[src/rtl/seq_alu_pkg.sv]
// Shared opcodes, FSM state encoding and flag bundle for the sequential ALU.
// Imported by seq_alu and its iterative multiply/divide datapath.
package seq_alu_pkg;

    localparam logic [3:0] OP_ADD  = 4'b0000;
    localparam logic [3:0] OP_SUB  = 4'b0001;
    localparam logic [3:0] OP_AND  = 4'b0010;
    localparam logic [3:0] OP_OR   = 4'b0011;
    localparam logic [3:0] OP_XOR  = 4'b0100;
    localparam logic [3:0] OP_NOT  = 4'b0101;
    localparam logic [3:0] OP_LSH  = 4'b0110;
    localparam logic [3:0] OP_ASH  = 4'b0111;
    localparam logic [3:0] OP_MUL  = 4'b1000;
    localparam logic [3:0] OP_DIVU = 4'b1001;

    typedef enum logic [1:0] {
        ST_IDLE   = 2'd0,
        ST_ITER   = 2'd1,
        ST_FINISH = 2'd2
    } state_t;

    typedef struct packed {
        logic c;
        logic l;
        logic f;
        logic z;
        logic n;
    } flags_t;

    function automatic logic is_iter_op(input logic [3:0] op);
        return (op == OP_MUL) || (op == OP_DIVU);
    endfunction

endpackage

[src/rtl/iter_muldiv.sv]
// Iterative unsigned multiply (shift-add) and restoring divide, one step per cycle.
// hi/lo hold the running {product} or {remainder, quotient} pair.
module iter_muldiv
    import seq_alu_pkg::*;
#(
    parameter int DATA_WIDTH = 16
) (
    input  logic                  clk,
    input  logic                  reset_n,
    input  logic                  load,
    input  logic                  step,
    input  logic [3:0]            op,
    input  logic [DATA_WIDTH-1:0] a,
    input  logic [DATA_WIDTH-1:0] b,
    output logic                  is_div,
    output logic                  div_zero,
    output logic                  last,
    output logic [DATA_WIDTH-1:0] lo,
    output logic [DATA_WIDTH-1:0] hi
);

    localparam int CW = $clog2(DATA_WIDTH);

    logic [DATA_WIDTH-1:0] operand_q;
    logic [CW-1:0]         count_q;
    logic                  div_q;
    logic [DATA_WIDTH:0]   add_sum;
    logic [DATA_WIDTH:0]   shifted;
    logic [DATA_WIDTH:0]   sub_diff;

    always_comb begin
        add_sum  = {1'b0, hi} + (lo[0] ? {1'b0, operand_q} : '0);
        shifted  = {hi, lo[DATA_WIDTH-1]};
        // A borrow out of the top bit means the trial subtraction failed.
        sub_diff = shifted - {1'b0, operand_q};
    end

    always_ff @(posedge clk) begin
        if (!reset_n) begin
            operand_q <= '0;
            count_q   <= '0;
            div_q     <= 1'b0;
            lo        <= '0;
            hi        <= '0;
        end else if (load) begin
            operand_q <= b;
            count_q   <= '0;
            div_q     <= (op == OP_DIVU);
            lo        <= a;
            hi        <= '0;
        end else if (step && !div_zero) begin
            count_q <= count_q + CW'(1);
            if (div_q) begin
                if (!sub_diff[DATA_WIDTH]) begin
                    hi <= sub_diff[DATA_WIDTH-1:0];
                    lo <= {lo[DATA_WIDTH-2:0], 1'b1};
                end else begin
                    hi <= shifted[DATA_WIDTH-1:0];
                    lo <= {lo[DATA_WIDTH-2:0], 1'b0};
                end
            end else begin
                {hi, lo} <= {add_sum, lo[DATA_WIDTH-1:1]};
            end
        end
    end

    assign is_div   = div_q;
    assign div_zero = div_q && (operand_q == '0);
    assign last     = (count_q == CW'(DATA_WIDTH - 1));

endmodule

[src/rtl/seq_alu.sv]
// Sequential ALU: single-cycle logic/arith/shift ops plus iterative MUL/DIVU.
// Handshake: start is taken only when busy=0; done pulses once when results change.
module seq_alu
    import seq_alu_pkg::*;
#(
    parameter int DATA_WIDTH = 16
) (
    input  logic                  clk,
    input  logic                  reset_n,
    input  logic                  start,
    input  logic [DATA_WIDTH-1:0] a,
    input  logic [DATA_WIDTH-1:0] b,
    input  logic [3:0]            select,
    output logic                  busy,
    output logic                  done,
    output logic [DATA_WIDTH-1:0] out,
    output logic [DATA_WIDTH-1:0] out_hi,
    output logic                  C,
    output logic                  L,
    output logic                  F,
    output logic                  Z,
    output logic                  N,
    output logic [1:0]            state_dbg
);

    localparam int SW  = $clog2(DATA_WIDTH);
    localparam int MSB = DATA_WIDTH - 1;

    state_t state_q, state_d;
    flags_t flags_q, single_flags, fin_flags;

    logic                  accept_single, accept_iter;
    logic                  md_is_div, md_div_zero, md_last;
    logic [DATA_WIDTH-1:0] md_lo, md_hi;
    logic [DATA_WIDTH-1:0] single_out, fin_out, fin_hi;
    logic [DATA_WIDTH:0]   sum_ext, diff_ext;
    logic [SW-1:0]         sh_amt;

    assign accept_single = (state_q == ST_IDLE) && start && !is_iter_op(select);
    assign accept_iter   = (state_q == ST_IDLE) && start &&  is_iter_op(select);

    always_ff @(posedge clk) begin
        if (!reset_n) state_q <= ST_IDLE;
        else          state_q <= state_d;
    end

    always_comb begin
        state_d = state_q;
        case (state_q)
            ST_IDLE:   if (accept_iter) state_d = ST_ITER;
            ST_ITER:   if (md_div_zero || md_last) state_d = ST_FINISH;
            ST_FINISH: state_d = ST_IDLE;
            default:   state_d = ST_IDLE;
        endcase
    end

    always_comb begin
        busy      = (state_q != ST_IDLE);
        state_dbg = state_q;
    end

    iter_muldiv #(.DATA_WIDTH(DATA_WIDTH)) u_muldiv (
        .clk      (clk),
        .reset_n  (reset_n),
        .load     (accept_iter),
        .step     (state_q == ST_ITER),
        .op       (select),
        .a        (a),
        .b        (b),
        .is_div   (md_is_div),
        .div_zero (md_div_zero),
        .last     (md_last),
        .lo       (md_lo),
        .hi       (md_hi)
    );

    // Shift magnitude uses only the low bits of |b|, so negate just those bits.
    always_comb begin
        sum_ext      = {1'b0, a} + {1'b0, b};
        diff_ext     = {1'b0, a} - {1'b0, b};
        sh_amt       = b[MSB] ? (~b[SW-1:0] + SW'(1)) : b[SW-1:0];
        single_out   = '0;
        single_flags = '0;
        case (select)
            OP_ADD: begin
                single_out     = sum_ext[MSB:0];
                single_flags.c = sum_ext[DATA_WIDTH];
                single_flags.f = (a[MSB] == b[MSB]) && (sum_ext[MSB] != a[MSB]);
            end
            OP_SUB: begin
                single_out     = diff_ext[MSB:0];
                single_flags.c = diff_ext[DATA_WIDTH];
                single_flags.l = diff_ext[DATA_WIDTH];
                single_flags.f = (a[MSB] != b[MSB]) && (diff_ext[MSB] != a[MSB]);
                single_flags.n = ($signed(a) < $signed(b));
            end
            OP_AND:  single_out = a & b;
            OP_OR:   single_out = a | b;
            OP_XOR:  single_out = a ^ b;
            OP_NOT:  single_out = ~a;
            OP_LSH:  single_out = b[MSB] ? (a >> sh_amt) : (a << sh_amt);
            OP_ASH:  single_out = b[MSB] ? $unsigned($signed(a) >>> sh_amt) : (a << sh_amt);
            default: single_out = '0;
        endcase
        single_flags.z = (single_out == '0);
    end

    always_comb begin
        fin_out     = md_div_zero ? '1 : md_lo;
        fin_hi      = md_div_zero ? md_lo : md_hi;
        fin_flags   = '0;
        fin_flags.f = md_is_div ? md_div_zero : (md_hi != '0);
        fin_flags.z = (fin_out == '0);
    end

    always_ff @(posedge clk) begin
        if (!reset_n) begin
            done    <= 1'b0;
            out     <= '0;
            out_hi  <= '0;
            flags_q <= '0;
        end else begin
            done <= 1'b0;
            if (accept_single) begin
                done    <= 1'b1;
                out     <= single_out;
                out_hi  <= '0;
                flags_q <= single_flags;
            end else if (state_q == ST_FINISH) begin
                done    <= 1'b1;
                out     <= fin_out;
                out_hi  <= fin_hi;
                flags_q <= fin_flags;
            end
        end
    end

    assign C = flags_q.c;
    assign L = flags_q.l;
    assign F = flags_q.f;
    assign Z = flags_q.z;
    assign N = flags_q.n;

endmodule

[config.mk]
export PLATFORM = sky130hd
export DESIGN_NAME = seq_alu
export DESIGN_NICKNAME = d
export VERILOG_FILES = /design/src/rtl/seq_alu_pkg.sv /design/src/rtl/iter_muldiv.sv /design/src/rtl/seq_alu.sv
export SDC_FILE = /design/constraint.sdc
export NUM_CORES = 1
export LEC_CHECK = 0
export ABC_AREA = 1
export CORE_UTILIZATION = 50
export DETAILED_ROUTE_END_ITERATION = 6
export PLACE_DENSITY_LB_ADDON = 0.25
export RECOVER_POWER = 100
export SYNTH_ARGS = -nofsm -noshare
export SYNTH_HDL_FRONTEND = slang
export SYNTH_HIERARCHICAL = 1
export SYNTH_SLANG_ARGS = --single-unit
[constraint.sdc]
create_clock -name clk -period 5.7 [get_ports clk]
set_input_delay 1.14 -clock clk [delete_from_list [all_inputs] [get_ports clk]]
set_output_delay 1.14 -clock clk [all_outputs]
set_load 0.01 [all_outputs]
# Word level (Yosys, flattened, before mapping)
# Cells that the tools add are included.
# totals
regBits	93
out_inout_bits	41
# classes
addsub	6
magnitude_cmp	1
n_eq_ne	18
n_shift	3
mux	27
bitwise_logic	6
reduce_logical	23
# ops
cell	n
16-bit two-way mux	12
16-bit case mux with 8 select lines	1
16-bit zero test	3
16-bit by 16-bit adder with 17-bit output	1
16-bit by 17-bit adder with 17-bit output	1
16-bit by 16-bit subtractor with 17-bit output	1
17-bit by 16-bit subtractor with 17-bit output	1
16-bit bitwise AND	1
4-bit by 3-bit == test with 1-bit output (second input constant)	4
16-bit < comparator	1
16-bit NOT	1
16-bit OR	1
16-bit nonzero test	1
16-bit by 4-bit left shift with 16-bit output	1
16-bit by 4-bit >> shifter with 16-bit output	1
16-bit by 4-bit >>> shifter with 16-bit output	1
16-bit XOR	1
4-bit == test (second input constant)	3
5-bit two-way mux	2
4-bit by 1-bit adder with 4-bit output (second input constant)	2
4-bit by 2-bit == test with 1-bit output (second input constant)	2
1-bit logical AND	7
1-bit two-way mux	6
2-bit nonzero test	3
18 further kinds	26

# Logic depth before layout (Yosys ltp)
# Gate-level depths: netlist (run 1).
# depth
depth_word	8
ltp_mapped	21
mapped_depth_nobuf	20

# Modules after synthesis
# The synthesis (run 1) kept the hierarchy.
# by_module_without_submodules
module	n_inst	cells_each	area_each_um2
seq_alu	1	1246	6515.0
iter_muldiv	1	837	5141.2

# Least setup slack after synthesis (run 1)
# OpenSTA, ideal clock, no wires.
# synth_path
path_type	input port to flip-flop
startpoint	in b[0]
endpoint	reg flags_q (netlist bit Z)
setup_time_ps	66
t_arrival_ps	2853
t_required_ps	5634
slack_ps	2781
cell_stages	18
path_cell_list	inv_1 > buf_2 > ha_1 > inv_1 > nand2_1 > nand2_2 > buf_6 > buf_6 > nand2_1 > nand3_2 > nand3_1 > a21oi_1 > nand2_1 > nor2_1 > nand4_1 > nor2_1 > nand2_1 > a21oi_2
# synth_between
elab_chain_cells	8
word_cells_on_any_way	16
# synth_lines
item	line_no	text
from (decl)	seq_alu.sv:12	input logic [DATA_WIDTH-1:0] b,
4-bit NOT	seq_alu.sv:81	sh_amt = b[MSB] ? (~b[SW-1:0] + SW'(1)) : b[SW-1:0];
4-bit by 1-bit adder with 4-bit output	seq_alu.sv:81	
4-bit two-way mux	seq_alu.sv:81	
16-bit by 4-bit left shift with 16-bit output (tied with other cells)	seq_alu.sv:101, seq_alu.sv:102	
16-bit two-way mux (on tied branches)	seq_alu.sv:102, seq_alu.sv:101	
16-bit case mux with 8 select lines (*)	seq_alu.sv:84	case (select)
16-bit zero test (*)	seq_alu.sv:105	single_flags.z = (single_out == '0);
5-bit two-way mux (*)	seq_alu.sv:124	if (accept_single) begin
to (signal assigned)	seq_alu.sv:128	flags_q <= single_flags;
to (signal assigned)	seq_alu.sv:133	flags_q <= fin_flags;
to (decl)	seq_alu.sv:30	flags_t flags_q, single_flags, fin_flags;
# Mark *: on every way between the ends. The rest lies on a longest branch, timed or not.
# A chain may end at the register's enable or synchronous reset.

# Final worst setup path (run 1)
# layout_path
startpoint	in b[1]
endpoint	reg out[14]
# layout_between
elab_chain_cells	7
word_cells_on_any_way	12
# layout_lines
item	line_no	text
4-bit NOT	seq_alu.sv:81	
4-bit by 1-bit adder with 4-bit output	seq_alu.sv:81	
4-bit two-way mux	seq_alu.sv:81	
16-bit by 4-bit left shift with 16-bit output (tied with other cells)	seq_alu.sv:101, seq_alu.sv:102	
16-bit two-way mux (on tied branches)	seq_alu.sv:102, seq_alu.sv:101	
16-bit case mux with 8 select lines (*)	seq_alu.sv:84	
16-bit two-way mux (*)	seq_alu.sv:124	
to (signal assigned)	seq_alu.sv:126	out <= single_out;
to (signal assigned)	seq_alu.sv:131	out <= fin_out;
to (decl)	seq_alu.sv:16	output logic [DATA_WIDTH-1:0] out,
# Marked as above.

==> flow_summary.yaml, run 1 <==
yosys:
  synth_nets: 2212
  ys.warnings.count: 6
  yosysUniqueCellTypes: 55
  ys_ff_latch: 93
  avgSynthCellArea_um2: 5.60
  synthCells: 2083
  synthArstFlopShare: 0
  synth_ff_type: "dfxtp_1"
  synth_edf_count: 0
  syn_area_mm2: 0.0117
  seq_area_frac_synth: 0.160
clocking:
  cts_resized: 0
  cts_sinks: 93
  root_buffer: "clkbuf_16"
  htree_num_levels: 3
  holdBufCountCts: 0
  clk_path_buf_depth: 2
  cts_buffers: 9
  cts_tree: "built"
  post_cts_buffers: 0
  clk-insertion-delay-late_ns: 0.35
  clk_pin_slew_ns: 0.07
timing:
  finalHoldViolCount: 0
  setup_ws_ns: 0.977
  fin_crit_sh: 0.829
  skew_ns: 0.0107
  tns_ns: 0
  worstMarginPinSlew_ns: 2.32
  fin_crit_ns: 4.72
  max_freq_mhz: 212
  relSlewSlack: -0.547
  rsz0062_at_grt: "no"
  setup_viol_count_final: 0
  drv_slew: 107
power_and_ir_drop:
  power.density_mw_per_mm2: 184
  p_total_uw: 2350
  peakVddDrop_uv: 131
  leakage_uw: 0.00661
setup_path:
  end_kind: "flop"
  cp_max_fo: 34
  crit_path_start_kind: "input port"
  cp.arrival_ns: 4.93
  startpoint: "b[1]"
  crit_type: "input port to flop"
  r2r_start: "u_muldiv/is_div$_SDFFE_PN0P_"
  cp.required_ns: 5.91
cells_and_area:
  syn_to_final_growth_pct: 9.38
  final_cells: 2423
  fin_nets: 2235
  diodes: 0
  layout_common_cells: "nand2_1 (717), inv_1 (276), nor2_1 (187), nand3_1 (180), a21oi_1 (147)"
  fin_util: 0.560
  drive_gt1_frac: 0.0583
  final_common_cell: "nand2_1"
  fillerInstances: 2403
routing:
  avgViaCountPerCell: 5.67
  drt_iter0_drc: 1524
  wl_per_cell_um: 18.9
  wl_um: 45800
  vias: 13700
  first_pass_iters: 7
  drcViolationCount: 14
  ant_nets: 0
floorplanning:
  io_pins: 80
  die_h_um: 155
  rows: 55
  core-area_mm2: 0.0228
  die_w_um: 155
  die_area_mm2: 0.0239
  start_util: 0.512
grt:
  grt_pass1_vias: 12600
  grt_first_pass_wirelength_um: 70300
  use_met1: 0.455
  met3_usage: 0.0431
  globalRouteMet2Util: 0.658
  track_usage: 0.381
  antenna_found_initial: 0
  grt-ovfl-total: 0
  grt_busiest_layer: "met2"
  grt_start_max_net_pins: 39
placed_design:
  dp_hpwl_um: 36200
  dp.cells: 2408
  gp_congestion: 1.01
  dp_slack_ns: 1.18
  portBuffers: 79
hold_path:
  hold_class: "flop to flop"
  min_from: "out_hi[3]$_SDFFE_PP0P_"
status:
  failed_checks: "design-rule violations, max-capacitance violations, max-slew violations"
  outcome: "finished, violations left"
flow_run:
  maxCapViolCount: 3
stage by stage:
stage | instance area (um2) | hold slack [ns]
finish | 12700 | 0.464
global route | 12700 | 0.480
global placement | 12500 | 0.452
floorplan | 11700 | 0.447
CTS | 12800 | 0.469
detailed placement | 12500 | 0.458
area by class of cell:
type,instances,area (um2),area share
clock inverters,6,68.8,0.00540
well taps,313,392,0.0307
clock buffers,9,225,0.0177
inverters,294,1110,0.0868
multi-input cells,1616,8230,0.645
repair buffers,92,866,0.0679
flip-flops and latches,93,1860,0.146
logic make-up (layout without fill, tap and decap cells):
family	Yosys count	after routing	synth area share
DFF	93	93	0.160
buffers and inverters	374	401	0.133
AOI/OAI and AO/OA	311	311	0.153
adders and majority gates	90	90	0.0992
and+or+nand+nor	1204	1204	0.446
xor gates and xnor gates	11	11	0.00827
flip-flops by register name, indices dropped and copies added (netlist names):
signal	cells
u_muldiv/lo	16
out_hi	16
u_muldiv/hi	16
u_muldiv/is_div	1
L	1
u_muldiv/operand_q	16
F	1
done	1
state_dbg	2
Z	1
N	1
u_muldiv/count_q	4
out	16
C	1
worst paths after layout:
| kind | endpoint | slack (ns) | cells past startpoint |
|---|---|---|---|
| hold reg to reg | out_hi[3]$_SDFFE_PP0P_ | 0.46 | 2 |
| setup / recovery | out[14]$_SDFFE_PN0P_ | 0.98 | 18 |
| setup reg to reg | F$_SDFFE_PN0P_ | 1.25 | 8 |
| hold / removal | out_hi[3]$_SDFFE_PP0P_ | 0.46 | 2 |
cell usage after synthesis (all sizes together), types with 2 or more instances:
cell type	n	area [um2]
a211oi	4	30.0
a2bb2oi	2	17.5
o21bai	3	22.5
nor4	4	25.0
o22ai	18	113
and2	7	46.3
xor2	10	87.6
o21ai	84	420
nor2	189	722
clkinv	2	8.75
o221ai	10	87.6
fa	4	80.1
buf	44	302
ha	86	1080
o211ai	10	75.1
dfxtp	93	1860
a21boi	5	37.5
clkbuf	36	146
inv	292	1100
nor3	20	100
a21oi	168	927
nand2	757	3030
nand3	199	1090
nand3b	7	52.6
nand4	18	113
critical path, stage by stage:
cell	delay (ns)
dlygate4sd3_1	0.73
inv_1	0.24
ha_1	0.24
inv_1	0.07
nand2_1	0.05
nand2_1	0.08
nand2_2	0.05
buf_4	0.24
inv_1	0.71
nand2_1	0.38
nand2_1	0.17
nand2_1	0.06
a21oi_1	0.17
nand2_1	0.08
nor2_1	0.19
nand2_1	0.09
o211ai_1	0.12
a21oi_1	0.09
per-layer routing:
| layer | vias to the layer above | share of wire | routed length, um |
|---|---|---|---|
| met5 | - | 0 | 0 |
| met4 | 0 | 0.063 | 2910 |
| li1 | 6700 | - | - |
| met2 | 679 | 0.47 | 21400 |
| met3 | 130 | 0.070 | 3210 |
| met1 | 6237 | 0.40 | 18200 |
report_power, final:
part | leakage [uW] | internal, uW | switching [uW]
Clock | 0.000143 | 342 | 280
Combinational | 0.00571 | 320 | 711
Sequential | 0.000754 | 670 | 27.5
No activity file was read; power rests on OpenSTA's default activity.
==> inputs of run 2 (changes only) <==
clock period = 3.8 ns   (was 5.7 ns; I/O delays follow)
==> run 2 against run 1 <==
  * The flow now finishes without violations
  * Clock-buffer cell count stayed put
  * Sequential share of layout area is 0.40 points lower
  * Combinational power is 53% higher
  * Flip-flop and latch count stayed put
  * First-iteration DRC count is 4.1% higher
  * Register-to-register slack worse by 0.56 ns
  * Global-route usage is 0.99 points lower
  * Largest power group unchanged
==> flow_summary.yaml, run 2 (synthesis gave the netlist of run 1 again) <==
clocking:
  cts_buffers: 9
  holdBufCountCts: 0
  cts_resized: 0
  root_buffer: "clkbuf_16"
  cts_tree: "built"
  post_cts_buffers: 0
  clk_path_buf_depth: 2
  cts_sinks: 93
  clk_pin_slew_ns: 0.07
  htree_num_levels: 3
  clk-insertion-delay-late_ns: 0.35
timing:
  fin_crit_ns: 3.54
  tns_ns: 0
  finalHoldViolCount: 0
  fin_crit_sh: 0.932
  relSlewSlack: 0.0711
  drv_slew: 0
  rsz0062_at_grt: "no"
  setup_viol_count_final: 0
  max_freq_mhz: 282
  worstMarginPinSlew_ns: 1.39
  skew_ns: 0.0130
floorplanning:
  start_util: 0.512
  rows: 55
  die_w_um: 155
  die_h_um: 155
  die_area_mm2: 0.0239
  io_pins: 80
  core-area_mm2: 0.0228
grt:
  antenna_found_initial: 1
  grt_first_pass_wirelength_um: 69400
  grt_start_max_net_pins: 34
  track_usage: 0.371
  grt_pass1_vias: 12900
  grt-ovfl-total: 0
setup_path:
  end_kind: "flop"
  path_delay_family: "simple AND/OR/NAND/NOR gates"
  crit_buf_inv: 4
  cp_max_fo: 31
  slowest_stage: "nor2_1"
  crit_type: "input port to flop"
  crit_chain: "dlygate4sd3_1 > nor3_1 > clkbuf_1 > inv_1 > nor2_1 > buf_4 > nor2_1 > o21ai_0 > a21oi_2"
  cpMostUsedCell: "nor2_1"
  slowest_delay_ns: 1.09
  crit_path_start_kind: "input port"
  cp.required_ns: 4.09
  cp.arrival_ns: 3.83
routing:
  wl_um: 44600
  vias: 14000
  ant_nets: 0
  drt_iter0_drc: 1586
  avgViaCountPerCell: 5.69
  wl_per_cell_um: 18.1
  first_pass_iters: 7
  drcViolationCount: 0
placed_design:
  gp_congestion: 1.09
  dp_hpwl_um: 35500
  portBuffers: 79
  dp.cells: 2452
power_and_ir_drop:
  power.density_mw_per_mm2: 276
  p_clk_frac: 0.275
  leakage_uw: 0.00683
  power_frac_seq: 0.289
  p_comb_frac: 0.436
  switching_power_uw: 1520
  p_int_uw: 2100
  switching_share: 0.421
  peakVddDrop_uv: 255
cells_and_area:
  final_cells: 2468
  drive_gt1_frac: 0.0789
  syn_to_final_growth_pct: 12.5
  layout_common_cells: "nand2_1 (717), inv_1 (276), nor2_1 (186), nand3_1 (180), a21oi_1 (147)"
  final_common_cell: "nand2_1"
  fin_nets: 2279
status:
  outcome: "complete, no violations"
flow_run:
  maxCapViolCount: 0
hold_path:
  hold_class: "flop to flop"
-- run 2: layout make-up --
type,instances,area [um2]
antenna,1,2.50
clock buffer,9,225
clock inverter,6,93.8
fill,2368,9660
inverter,294,1110
multi-input combinational,1616,8230
sequential,93,1860
tap,313,392
timing repair buffer,136,1200
-- run 2: power groups by stage --
stage / clock network (uW) / registers, uW / logic [uW]
2_1_floorplan: 0 / 1060 / 1150
3_3_place_gp: 0 / 1070 / 1530
3_5_place_dp: 0 / 1070 / 1550
4_1_cts: 1010 / 1050 / 1560
5_1_grt: 1050 / 1050 / 1730
6_report: 998 / 1050 / 1580
-- run 2: metal layers --
layer	wire [um]	track usage	vias to the layer above
met5	0	0	-
met2	20200	0.621	742
li1	-	-	6771
met4	3090	0.240	0
met3	3660	0.0468	180
met1	17600	0.449	6349
-- run 2: path summary, 6_finish.rpt --
| path | start | to | slack (ns) | cells after the start |
|---|---|---|---|---|
| min reg2reg | out_hi[4]$_SDFFE_PP0P_ | out_hi[4]$_SDFFE_PP0P_ | 0.46 | 2 |
| max | select[1] | u_muldiv/hi[13]$_SDFFE_PP0P_ | 0.26 | 9 |
| max reg2reg | u_muldiv/operand_q[14]$_SDFFE_PN0P_ | out[13]$_SDFFE_PN0P_ | 0.69 | 10 |
| min | out_hi[4]$_SDFFE_PP0P_ | out_hi[4]$_SDFFE_PP0P_ | 0.46 | 2 |
-- run 2: worst min-delay path, cell delays in order, from the launching register on --
cell	delay, ns
dfxtp_1	0.31
nand2_1	0.06
a21oi_1	0.05
-- run 2: per-stage QoR --
step                      cell area [um2]  total power, uW  setup slack [ns]  hold WS (ns)  utilization
after floorplan                     11700             2210              1.26         0.447            -
after global placement              12800             2600             0.144         0.454        0.564
after detailed placement            12800             2620             0.164         0.454        0.564
after CTS                           13200             3610             0.528         0.465        0.578
after global routing                13100             3830             0.200         0.492        0.576
final                               13100             3620             0.258         0.462        0.576
==> inputs of run 3 (changes only) <==
CELL_PAD_IN_SITES_DETAIL_PLACEMENT = 1   (was default)
CELL_PAD_IN_SITES_GLOBAL_PLACEMENT = 1   (was default)
CORE_UTILIZATION = 38   (was 50)
CTS_BUF_LIST = sky130_fd_sc_hd__clkbuf_8 sky130_fd_sc_hd__clkbuf_16   (was default)
==> run 3 against run 2 <==
  * The run now ends with design-rule violations left
  * Highest routed layer unchanged
  * Critical endpoint is now u_muldiv/is_div$_SDFFE_PN0P_
  * Design area increased by 1.5%
  * Flip-flop and latch count stayed put
  * Clock power decreased by 7.6%
  * Clock-buffer cell count did not move
  * Largest cell class unchanged
  * Fmax fell by 1.4%
  * Largest power group unchanged
==> flow_summary.yaml, run 3 (synthesis gave the netlist of run 1 again) <==
flow_run:
  maxCapViolCount: 0
grt:
  antenna_found_initial: 0
  grt-ovfl-total: 0
  grt_pass1_vias: 14500
  grt_start_max_net_pins: 37
  track_usage: 0.335
  grt_first_pass_wirelength_um: 81300
floorplanning:
  core-area_mm2: 0.0299
  rows: 63
  die_area_mm2: 0.0314
  io_pins: 80
  die_w_um: 177
  die_h_um: 177
  start_util: 0.390
clocking:
  cts_sinks: 93
  clk_pin_slew_ns: 0.08
  holdBufCountCts: 0
  cts_resized: 0
  post_cts_buffers: 0
  cts_buffers: 9
  root_buffer: "clkbuf_16"
  htree_num_levels: 3
  cts_tree: "built"
  clk_path_buf_depth: 2
  clk-insertion-delay-late_ns: 0.36
power_and_ir_drop:
  leakage_uw: 0.00690
  power_frac_seq: 0.289
  p_int_uw: 2000
  power.density_mw_per_mm2: 272
  p_clk_frac: 0.254
  switching_power_uw: 1630
  p_comb_frac: 0.457
  peakVddDrop_uv: 215
  switching_share: 0.449
cells_and_area:
  layout_common_cells: "nand2_1 (716), inv_1 (275), nor2_1 (186), nand3_1 (180), a21oi_1 (148)"
  final_area_mm2: 0.0133
  fin_nets: 2298
  fin_util: 0.446
  final_cells: 2564
  syn_to_final_growth_pct: 14.2
  drive_gt1_frac: 0.0865
  diodes: 0
  final_common_cell: "nand2_1"
  final-seq-area_mm2: 0.00186
  fillerInstances: 4263
  multiInputGateArea_mm2: 0.00824
routing:
  avgViaCountPerCell: 5.52
  wl_met2_um: 25400
  vias: 14200
  drt-met1-wl_um: 21500
  first_pass_iters: 7
  routed.top_layer: "met4"
  wl_per_cell_um: 20.2
  drt_iter0_drc: 1062
  ant_nets: 0
  wl_um: 51800
  wl_met3_um: 2300
  drcViolationCount: 2
timing:
  setup_viol_count_final: 0
  skew_ns: 0.0113
  fin_crit_sh: 0.946
  max_freq_mhz: 278
  drv_slew: 0
  worstMarginPinSlew_ns: 1.33
  tns_ns: 0
  finalHoldViolCount: 0
  setup_ws_ns: 0.206
  relSlewSlack: 0.113
  fin_crit_ns: 3.59
  rsz0062_at_grt: "no"
setup_path:
  r2r_slack_ns: 1.16
  slowest_delay_ns: 0.99
  r2r_start: "u_muldiv/is_div$_SDFFE_PN0P_"
  reg2reg_depth: 9
  crit_chain: "dlygate4sd3_1 > nor3_1 > clkbuf_1 > inv_1 > nor2_1 > clkbuf_1 > nor2_1 > clkbuf_4 > a32o_1"
  cp_max_fo: 31
  rr_endpoint: "Z$_SDFFE_PN0P_"
  end_kind: "flop"
  crit_path_start_kind: "input port"
  slowest_stage: "clkbuf_1"
  crit_type: "input port to flop"
  cp.required_ns: 4.05
  cp.arrival_ns: 3.84
hold_path:
  worstHoldEndpoint: "out_hi[5]$_SDFFE_PP0P_"
  hold_class: "flop to flop"
  min_delay_path_depth: 2
  min_from: "out_hi[5]$_SDFFE_PP0P_"
placed_design:
  portBuffers: 79
  dp_hpwl_um: 42500
  placed_area_mm2: 0.0131
  gp_congestion: 1.03
  dp.cells: 2548
  dp_slack_ns: -0.0537
status:
  outcome: "finished, violations left"
  failed_checks: "design-rule violations"
==> run 3: how the worst max path moves through the flow <==
stage               startpoint                            to
finish               select[1]  u_muldiv/is_div$_SDFFE_PN0P_
global route              b[2]          out[15]$_SDFFE_PN0P_
CTS                       b[2]                Z$_SDFFE_PN0P_
detailed placement        b[2]                Z$_SDFFE_PN0P_
global placement          b[2]                Z$_SDFFE_PN0P_
floorplan                 b[0]                Z$_SDFFE_PN0P_
==> run 3: critical path: cells and delay by family <==
family | cells | cell delay, ns
AOI/OAI and AO/OA | 1 | 0.26
and+or+nand+nor | 3 | 0.49
buffers and inverters | 5 | 2.32
==> run 3: per-layer routing <==
metal,up-vias,global-route usage
li1,6790,-
met1,6839,0.396
met2,422,0.601
met3,114,0.0307
met4,0,0.163
met5,-,0
==> run 3: cell type report <==
cell class / count / share of cell area
Multi-Input combinational cell: 1616 / 0.619
Sequential cell: 93 / 0.140
Timing Repair Buffer: 155 / 0.0997
Inverter: 294 / 0.0832
Tap cell: 390 / 0.0366
Clock buffer: 9 / 0.0169
Clock inverter: 7 / 0.00479
==> run 3: through the flow <==
| step | hold WS [ns] | power, uW |
|---|---|---|
| after floorplan | 0.447 | 2210 |
| after global placement | 0.456 | 2670 |
| after detailed placement | 0.455 | 2710 |
| after CTS | 0.468 | 3630 |
| after global routing | 0.499 | 3840 |
| final | 0.462 | 3620 |
==> run 3: power by group through the flow <==
stage / Sequential (uW) / Combinational [uW] / Clock (uW)
global route: 1050 / 1820 / 973
finish: 1050 / 1660 / 922
floorplan: 1060 / 1150 / 0
detailed placement: 1070 / 1640 / 0
CTS: 1050 / 1650 / 930
global placement: 1070 / 1600 / 0
